`src/rtl/c_pkg.sv`:
```
// Shared defaults and FSM state type for the conv weight loader front end.
package c_pkg;
    localparam int unsigned C_DW = 8;
    localparam int unsigned C_DN = 7;
    localparam int unsigned C_AW = 14;

    typedef enum logic {
        IDLE = 1'b0,
        FILL = 1'b1
    } state_t;
endpackage

```
`src/rtl/c_bpack.sv`:
```
// Byte packer: collects DN bytes into one word, flags the byte that completes it.
module c_bpack
    import c_pkg::*;
#(
    parameter int unsigned DW = C_DW,
    parameter int unsigned DN = C_DN
) (
    input  logic             clk,
    input  logic             rst,
    input  logic [DW-1:0]    in_byte,
    input  logic             load,
    output logic             full,
    output logic [DW*DN-1:0] word
);
    localparam int unsigned BW = (DN > 1) ? $clog2(DN) : 1;

    logic [BW-1:0]    bcnt_q, bcnt_d;
    logic [DW*DN-1:0] pack_q, pack_d;

    always_comb begin
        bcnt_d = bcnt_q;
        pack_d = pack_q;
        full   = load && (bcnt_q == BW'(DN - 1));
        // Completing byte bypasses the pack register so the word loads on the same edge.
        word   = pack_q;
        word[DW*(DN-1) +: DW] = in_byte;
        if (load) begin
            pack_d[DW*bcnt_q +: DW] = in_byte;
            bcnt_d = full ? '0 : bcnt_q + 1'b1;
        end
    end

    always_ff @(posedge clk or posedge rst) begin
        if (rst) begin
            bcnt_q <= '0;
            pack_q <= '0;
        end else begin
            bcnt_q <= bcnt_d;
            pack_q <= pack_d;
        end
    end
endmodule

```
`src/rtl/c_wpack.sv`:
```
// Conv weight loader front end: packs a byte stream into DN-byte words with
// bank-local addresses, first/last flags and a ping-pong bank select.
module c_wpack
    import c_pkg::*;
#(
    parameter int unsigned DW = C_DW,
    parameter int unsigned DN = C_DN,
    parameter int unsigned AW = C_AW
) (
    input  logic             clk,
    input  logic             rst,
    input  logic             cfg_start,
    input  logic [AW-1:0]    cfg_words,
    output logic             busy,
    output logic             done,
    input  logic [DW-1:0]    in_data,
    input  logic             in_valid,
    output logic             in_ready,
    output logic [DW*DN-1:0] m_data,
    output logic             m_data_valid,
    input  logic             m_data_ready,
    output logic [AW-1:0]    m_addr,
    output logic             m_addr_first,
    output logic             m_addr_last,
    output logic             m_addr_valid,
    input  logic             m_addr_ready,
    output logic             ram_sel
);
    state_t           state_q, state_d;
    logic [AW-1:0]    words_q, words_d;
    logic [AW-1:0]    wcnt_q, wcnt_d;
    logic [DW*DN-1:0] data_q, data_d;
    logic [AW-1:0]    addr_q, addr_d;
    logic             first_q, first_d;
    logic             last_q, last_d;
    logic             valid_q, valid_d;
    logic             sel_q, sel_d;
    logic             done_q, done_d;

    logic             acc;
    logic             load;
    logic             full;
    logic [DW*DN-1:0] word;

    c_bpack #(
        .DW (DW),
        .DN (DN)
    ) u_bpack (
        .clk     (clk),
        .rst     (rst),
        .in_byte (in_data),
        .load    (load),
        .full    (full),
        .word    (word)
    );

    always_comb begin
        acc = valid_q && m_data_ready && m_addr_ready;
        // Once every word of the fill is loaded no further byte may enter the packer.
        in_ready = (state_q == FILL) && (wcnt_q != words_q) && (!valid_q || acc);
        load = in_valid && in_ready;

        state_d = state_q;
        words_d = words_q;
        wcnt_d  = wcnt_q;
        data_d  = data_q;
        addr_d  = addr_q;
        first_d = first_q;
        last_d  = last_q;
        valid_d = valid_q;
        sel_d   = sel_q;
        done_d  = 1'b0;

        case (state_q)
            IDLE: begin
                if (cfg_start) begin
                    if (cfg_words != '0) begin
                        state_d = FILL;
                        words_d = cfg_words;
                        wcnt_d  = '0;
                    end else begin
                        done_d = 1'b1;
                    end
                end
            end
            FILL: begin
                if (full) begin
                    data_d  = word;
                    addr_d  = wcnt_q;
                    first_d = (wcnt_q == '0);
                    last_d  = (wcnt_q == words_q - 1'b1);
                    valid_d = 1'b1;
                    wcnt_d  = wcnt_q + 1'b1;
                end else if (acc) begin
                    valid_d = 1'b0;
                end
                if (acc && last_q) begin
                    state_d = IDLE;
                    sel_d   = ~sel_q;
                    done_d  = 1'b1;
                end
            end
            default: state_d = IDLE;
        endcase
    end

    always_ff @(posedge clk or posedge rst) begin
        if (rst) begin
            state_q <= IDLE;
            words_q <= '0;
            wcnt_q  <= '0;
            data_q  <= '0;
            addr_q  <= '0;
            first_q <= 1'b0;
            last_q  <= 1'b0;
            valid_q <= 1'b0;
            sel_q   <= 1'b0;
            done_q  <= 1'b0;
        end else begin
            state_q <= state_d;
            words_q <= words_d;
            wcnt_q  <= wcnt_d;
            data_q  <= data_d;
            addr_q  <= addr_d;
            first_q <= first_d;
            last_q  <= last_d;
            valid_q <= valid_d;
            sel_q   <= sel_d;
            done_q  <= done_d;
        end
    end

    assign busy         = (state_q == FILL);
    assign done         = done_q;
    assign m_data       = data_q;
    assign m_data_valid = valid_q;
    assign m_addr       = addr_q;
    assign m_addr_first = first_q;
    assign m_addr_last  = last_q;
    assign m_addr_valid = valid_q;
    assign ram_sel      = sel_q;
endmodule

```
`config.mk`:
```
export PLATFORM = sky130hd
export DESIGN_NAME = c_wpack
export DESIGN_NICKNAME = d
export VERILOG_FILES = /design/src/rtl/c_pkg.sv /design/src/rtl/c_bpack.sv /design/src/rtl/c_wpack.sv
export SDC_FILE = /design/constraint.sdc
export NUM_CORES = 1
export LEC_CHECK = 0
export CAP_MARGIN = 20
export CORE_ASPECT_RATIO = 1.2
export CORE_MARGIN = 3
export CORE_UTILIZATION = 30
export CTS_BUF_LIST = sky130_fd_sc_hd__clkbuf_8 sky130_fd_sc_hd__clkbuf_16
export CTS_CLUSTER_DIAMETER = 80
export DETAILED_ROUTE_END_ITERATION = 8
export SLEW_MARGIN = 20
export SYNTH_ARGS = -nofsm -noshare
export SYNTH_HDL_FRONTEND = slang
export SYNTH_SLANG_ARGS = --single-unit
```
`constraint.sdc`:
```
create_clock -name clk -period 5.4 [get_ports clk]
set_input_delay 1.35 -clock clk [delete_from_list [all_inputs] [get_ports clk]]
set_output_delay 1.35 -clock clk [all_outputs]
set_load 0.005 [all_outputs]
```
**After elaboration in Yosys (flattened, before gate mapping)**

Cells that the tools add are included.

- Add/sub/neg operators: 4
- Multiply operators: 0
- Divide/modulo/power cells: 0
- $lt $le $gt $ge: 0
- Equal/unequal tests: 6
- Shifts and indexed selects: 2
- Multiplexer cells: 16
- Bitwise operators: 2
- Reduce and logical (&&, ||, !) cells: 17

Operator list:

| operator | count |
|---|---|
| $bwmux W56 | 1 |
| $shift A8 B34 Y56 const A | 1 |
| $shiftx A8 B34 Y56 | 1 |
| $mux W14 | 3 |
| $neg A6 Y34 | 1 |
| $pmux W14 S2 | 1 |
| $add A14 B1 Y14 const B | 1 |
| $eq A14 B14 Y1 | 1 |
| $logic_not A14 Y1 | 1 |
| $ne A14 B14 Y1 | 1 |
| $reduce_bool A14 Y1 | 1 |
| $sub A14 B1 Y14 const B | 1 |
| $mux W1 | 8 |
| $logic_and A1 B1 Y1 | 7 |
| $reduce_and A2 Y1 | 3 |
| $reduce_and A3 Y1 | 2 |
| $ne A2 B2 Y1 const B | 2 |
| $pmux W1 S2 | 2 |
| $add A3 B1 Y3 const B | 1 |
| $eq A3 B3 Y1 const B | 1 |
| $mux W3 | 1 |
| $ne A2 B1 Y1 const B | 1 |
| $not A1 Y1 | 2 |
| $reduce_bool A2 Y1 | 1 |
| 2 further kinds | 2 |

- Register bits after elaboration: 163
- Bits in latches: 0
- Memory bits (writable): 0
- ROM bits: 0
- Bits of input ports: 28
- Output and inout port bits: 78
- Logic and storage cells: 59
- Memories: 0

**Logic depth before layout (Yosys ltp)**

- Depth in word-level cells: 8
- Gate-level depth with buffers: 10
- Depth with buffers taken out: 8

**Hierarchy**

A second synthesis with hierarchy kept.

- Cell total of the unflattened synthesis: 607
- Area, all modules: 7091.8 µm²

By module, submodules not included:

| module | instances | cells an instance | area an instance (µm²) | seq. area each (µm²) |
|---|---|---|---|---|
| c_wpack | 1 | 403 | 4722.0 | 2602.5 |
| c_bpack | 1 | 204 | 2369.8 | 1276.2 |

**Worst setup path after synthesis**

Ideal clock, no wire load.

- Kind: input-to-output
- Start: in m_addr_ready
- End: out in_ready
- Data arrival time: 1.807 ns
- Required time: 4.050 ns
- Slack: 2.243 ns
- Stages on the path: 3
- Path buffers: 0
- Cell sequence: nand2_1 > a21boi_0 > nor2b_1

- Word-level cells in the longest chain between the ends: 3

Ends and longest elaborated chain:

| what | RTL line | text |
|---|---|---|
| start: declaration | c_wpack.sv:26 | `input logic m_addr_ready,` |
| $logic_and A1 B1 Y1 | c_wpack.sv:58 | `acc = valid_q && m_data_ready && m_addr_ready;` |
| $logic_or A1 B1 Y1 | c_wpack.sv:60 | `in_ready = (state_q == FILL) && (wcnt_q != words_q) && (!valid_q \|\| acc);` |
| $logic_and A1 B1 Y1 | c_wpack.sv:60 |  |
| end: declaration | c_wpack.sv:18 | `output logic in_ready,` |

Every way passes these cells.

**Worst setup path after layout**

- Start: in m_data_ready
- End: out in_ready

- Word-level cells in the longest chain between the ends: 4

Ends and longest elaborated chain:

| what | RTL line | text |
|---|---|---|
| start: declaration | c_wpack.sv:21 | `input logic m_data_ready,` |
| $logic_and A1 B1 Y1 (2 in series) | c_wpack.sv:58 |  |
| $logic_or A1 B1 Y1 | c_wpack.sv:60 |  |
| $logic_and A1 B1 Y1 | c_wpack.sv:60 |  |

Every way passes these cells.

==> metrics.txt <==
Multi-input gate area=0.002949 sq mm; combinational family with the most area after synthesis=simple AND/OR/NAND/NOR gates; Setup crit end kind=output pin; type of origin of the critical path=input pin; initial core utilization=0.3083; Post-CTS Setup Bufs=0; Chip Width=147.7 um; Pleak=4.238 nW; H-tree levels=4; share of async-settable or async-resettable flops after synthesis=1.000; die area=0.02598 sq mm; Final Max Slew Viols=0; Primary FF master, synth=dfrtp_1; final worst path period need=4499 ps; Avg Cell Area, Syn=10.02 sq um; initial antenna violation count=0; top layer in use=met4; GRT Util Overall=0.1399; DRT iter0 DRCs=216; number of max-cap violations=0; sequential area share after synthesis=0.5370; first-pass GRT wire length=29.00 mm; nets@finish=847; RSZ-0062 raised after global routing=no; synthesized net count=758; vias in the first global route=5248; Placer Congestion=0.8204; critical path startpoint=m_data_ready; min-delay src=u_bpack.pack_q[35]; pin count of the biggest net entering global routing=94; Top Ports=106; Post-DP Area=0.008432 sq mm; fin area=0.009105 sq mm; layout cell share with drive strength beyond 1=0.1081; Clock Sink Count=155; dpl hpwl=12.11 mm; critical path type=input pin to output pin; worst setup margin=901.0 ps; max_slew headroom=0.3567; Fill cells=2353; Post-Syn Area=0.007223 sq mm; drt wl/cell=15.46 um; hold buffers post-CTS=0; worst r2r src=words_q[0]; CORE AREA=0.02343 sq mm; period utilization=0.8332; post-synthesis adder-cell area fraction=0.01559; CTS tree=yes; Synth Area in Simple Gates=0.2250; met2 routed WL=8.751 mm; Vias=5209; area delta synth->final=26.05%; Die Height=176.0 um; Synth Area in XOR/XNOR=0.03031; Routed Antenna Nets=0; distinct cell type count after synthesis=58; fin util=0.3886; Power Density=501.9 mW/mm^2; Via density=4.577; Final Setup Violations=0; clock buffer depth=2; worst-skew pair later-pin latency=420 ps; final wirelength=17.60 mm; Compound-Gate Fraction of Synth Area=0.05179; Hold WC Path Type=flop to flop; leading cell types in the layout, fill and taps excluded=246 x nand2_1, 155 x dfrtp_1, 105 x clkdlybuf4s50_1; WP data required=4050 ps; count of input and output buffers=105; cell row count=61; setup TNS=0 ps; FF+latch count, synth=155; crit-path max FO=2; diode count=0; post_cts resized=0; Fin Clk Skew=8.516 ps; Fin. Hold Viols=0; met3 routed WL=670 um; Clock transition at path regs=60 ps; grt ovf=0; Num CTS Buffers=17; DRT Pass-1 Iters=4; yosys synthesis warning count=0; Max VDD drop=0.0002341 V; Worst Max-Slew Pin Slew=957.6 ps; Metal-1 WL=8.033 mm; portion of netlist area occupied by mux cells=0.08557; DRC=0; cells after synthesis=721; CTS Root Cell=clkbuf_16; CP arrival=3150 ps; pre-CTS setup slack=837.1 ps; Fmax=222.3 MHz; Post-synth EDFFs=0; register area=0.003879 sq mm; commonest non-fill, non-tap cell in the layout=nand2_1; status=complete, no violations
[final timing paths]
check / end / slack, ps / depth (start not counted)
setup reg to reg: m_addr_last / 2530 / 8
setup / recovery: in_ready / 900 / 5
min in group asynchronous: m_data[20] / 1450 / 2
hold reg to reg: m_data[35] / 460 / 2
max in group asynchronous: m_addr[11] / 2910 / 3
hold / removal: m_data[35] / 460 / 2
[registers in the layout, indices dropped and copies added, names as in the netlist]
register,flops
wcnt_q,14
m_addr_last,1
m_addr_first,1
done,1
busy,1
u_bpack.bcnt_q,3
words_q,14
m_data,56
m_addr,14
ram_sel,1
m_addr_valid,1
u_bpack.pack_q,48
[cell families after synthesis]
kind of cell    count (synthesis)
simple gates                  351
flops                         155
buf+inv                        69
compound gates                 56
mux                            56
xor+xnor                       25
fa+ha+maj                       9
[synth_stat cells, types with 2 or more instances]
library cell	instances	area, sq um
nand2b_1	6	37.54
xor2_1	10	87.58
and3_1	14	87.58
nor4_1	8	50.05
clkbuf_8	2	27.53
nand4_1	4	25.02
clkbuf_1	10	37.54
a21oi_1	6	30.03
or3_1	2	12.51
or4_1	4	30.03
mux2_2	31	349.1
nand3_1	16	80.08
buf_6	12	135.1
nor4_4	3	63.81
nor2b_1	2	12.51
buf_4	2	15.01
xnor2_1	15	131.4
o21ai_0	14	70.07
nor3b_1	2	15.01
mux2_1	2	22.52
nor4b_1	3	26.28
nand2_1	246	923.4
and4_1	6	52.55
o21ai_2	8	70.07
o31ai_1	3	22.52
o211ai_1	2	15.01
nor2_1	18	67.56
ha_1	9	112.6
buf_2	14	70.07
inv_1	28	105.1
o21ai_1	10	50.05
nor3_1	8	40.04
mux2i_1	22	220.2
dfrtp_1	155	3879
[cell type report]
cell class,count,area share
clock inverters,14,0.02267
repair buffers,111,0.1240
multi-input cells,497,0.3239
clock buffers,18,0.04823
flip-flops and latches,155,0.4260
inverters,28,0.01196
well taps,315,0.04329
[layer usage]
metal  up-vias  global-route usage
met5         -                   0
met2        98              0.2351
li1       2571                   -
met3        12             0.03312
met1      2528              0.1832
met4         0             0.03419
[report_power, final]
| group | total (W) | internal, W | switching (W) |
|---|---|---|---|
| sequential | 0.00186 | 0.00157 | 0.000285 |
| clock | 0.00132 | 0.000800 | 0.000520 |
| combinational | 0.00139 | 0.000747 | 0.000646 |
| total | 0.00457 | 0.00312 | 0.00145 |
[critical path: stages]
cell,delay [ps]
clkdlybuf4s50_1,480
nand2_1,70
a21boi_0,440
nor2b_1,270
clkdlybuf4s50_1,540
[per-stage QoR]
| step | hold slack [ps] | total power [W] | cells |
|---|---|---|---|
| finish | 462.3 | 0.004569 | 1138 |
| global route | 494.5 | 0.004888 | 1138 |
| CTS | 462.9 | 0.004636 | 1137 |
| detailed placement | 447.4 | 0.003291 | 1105 |
| global placement | 440.5 | 0.003249 | 1105 |
| floorplan | 431.5 | 0.002660 | 721 |
Note: power is estimated with default switching activity, not from simulation.
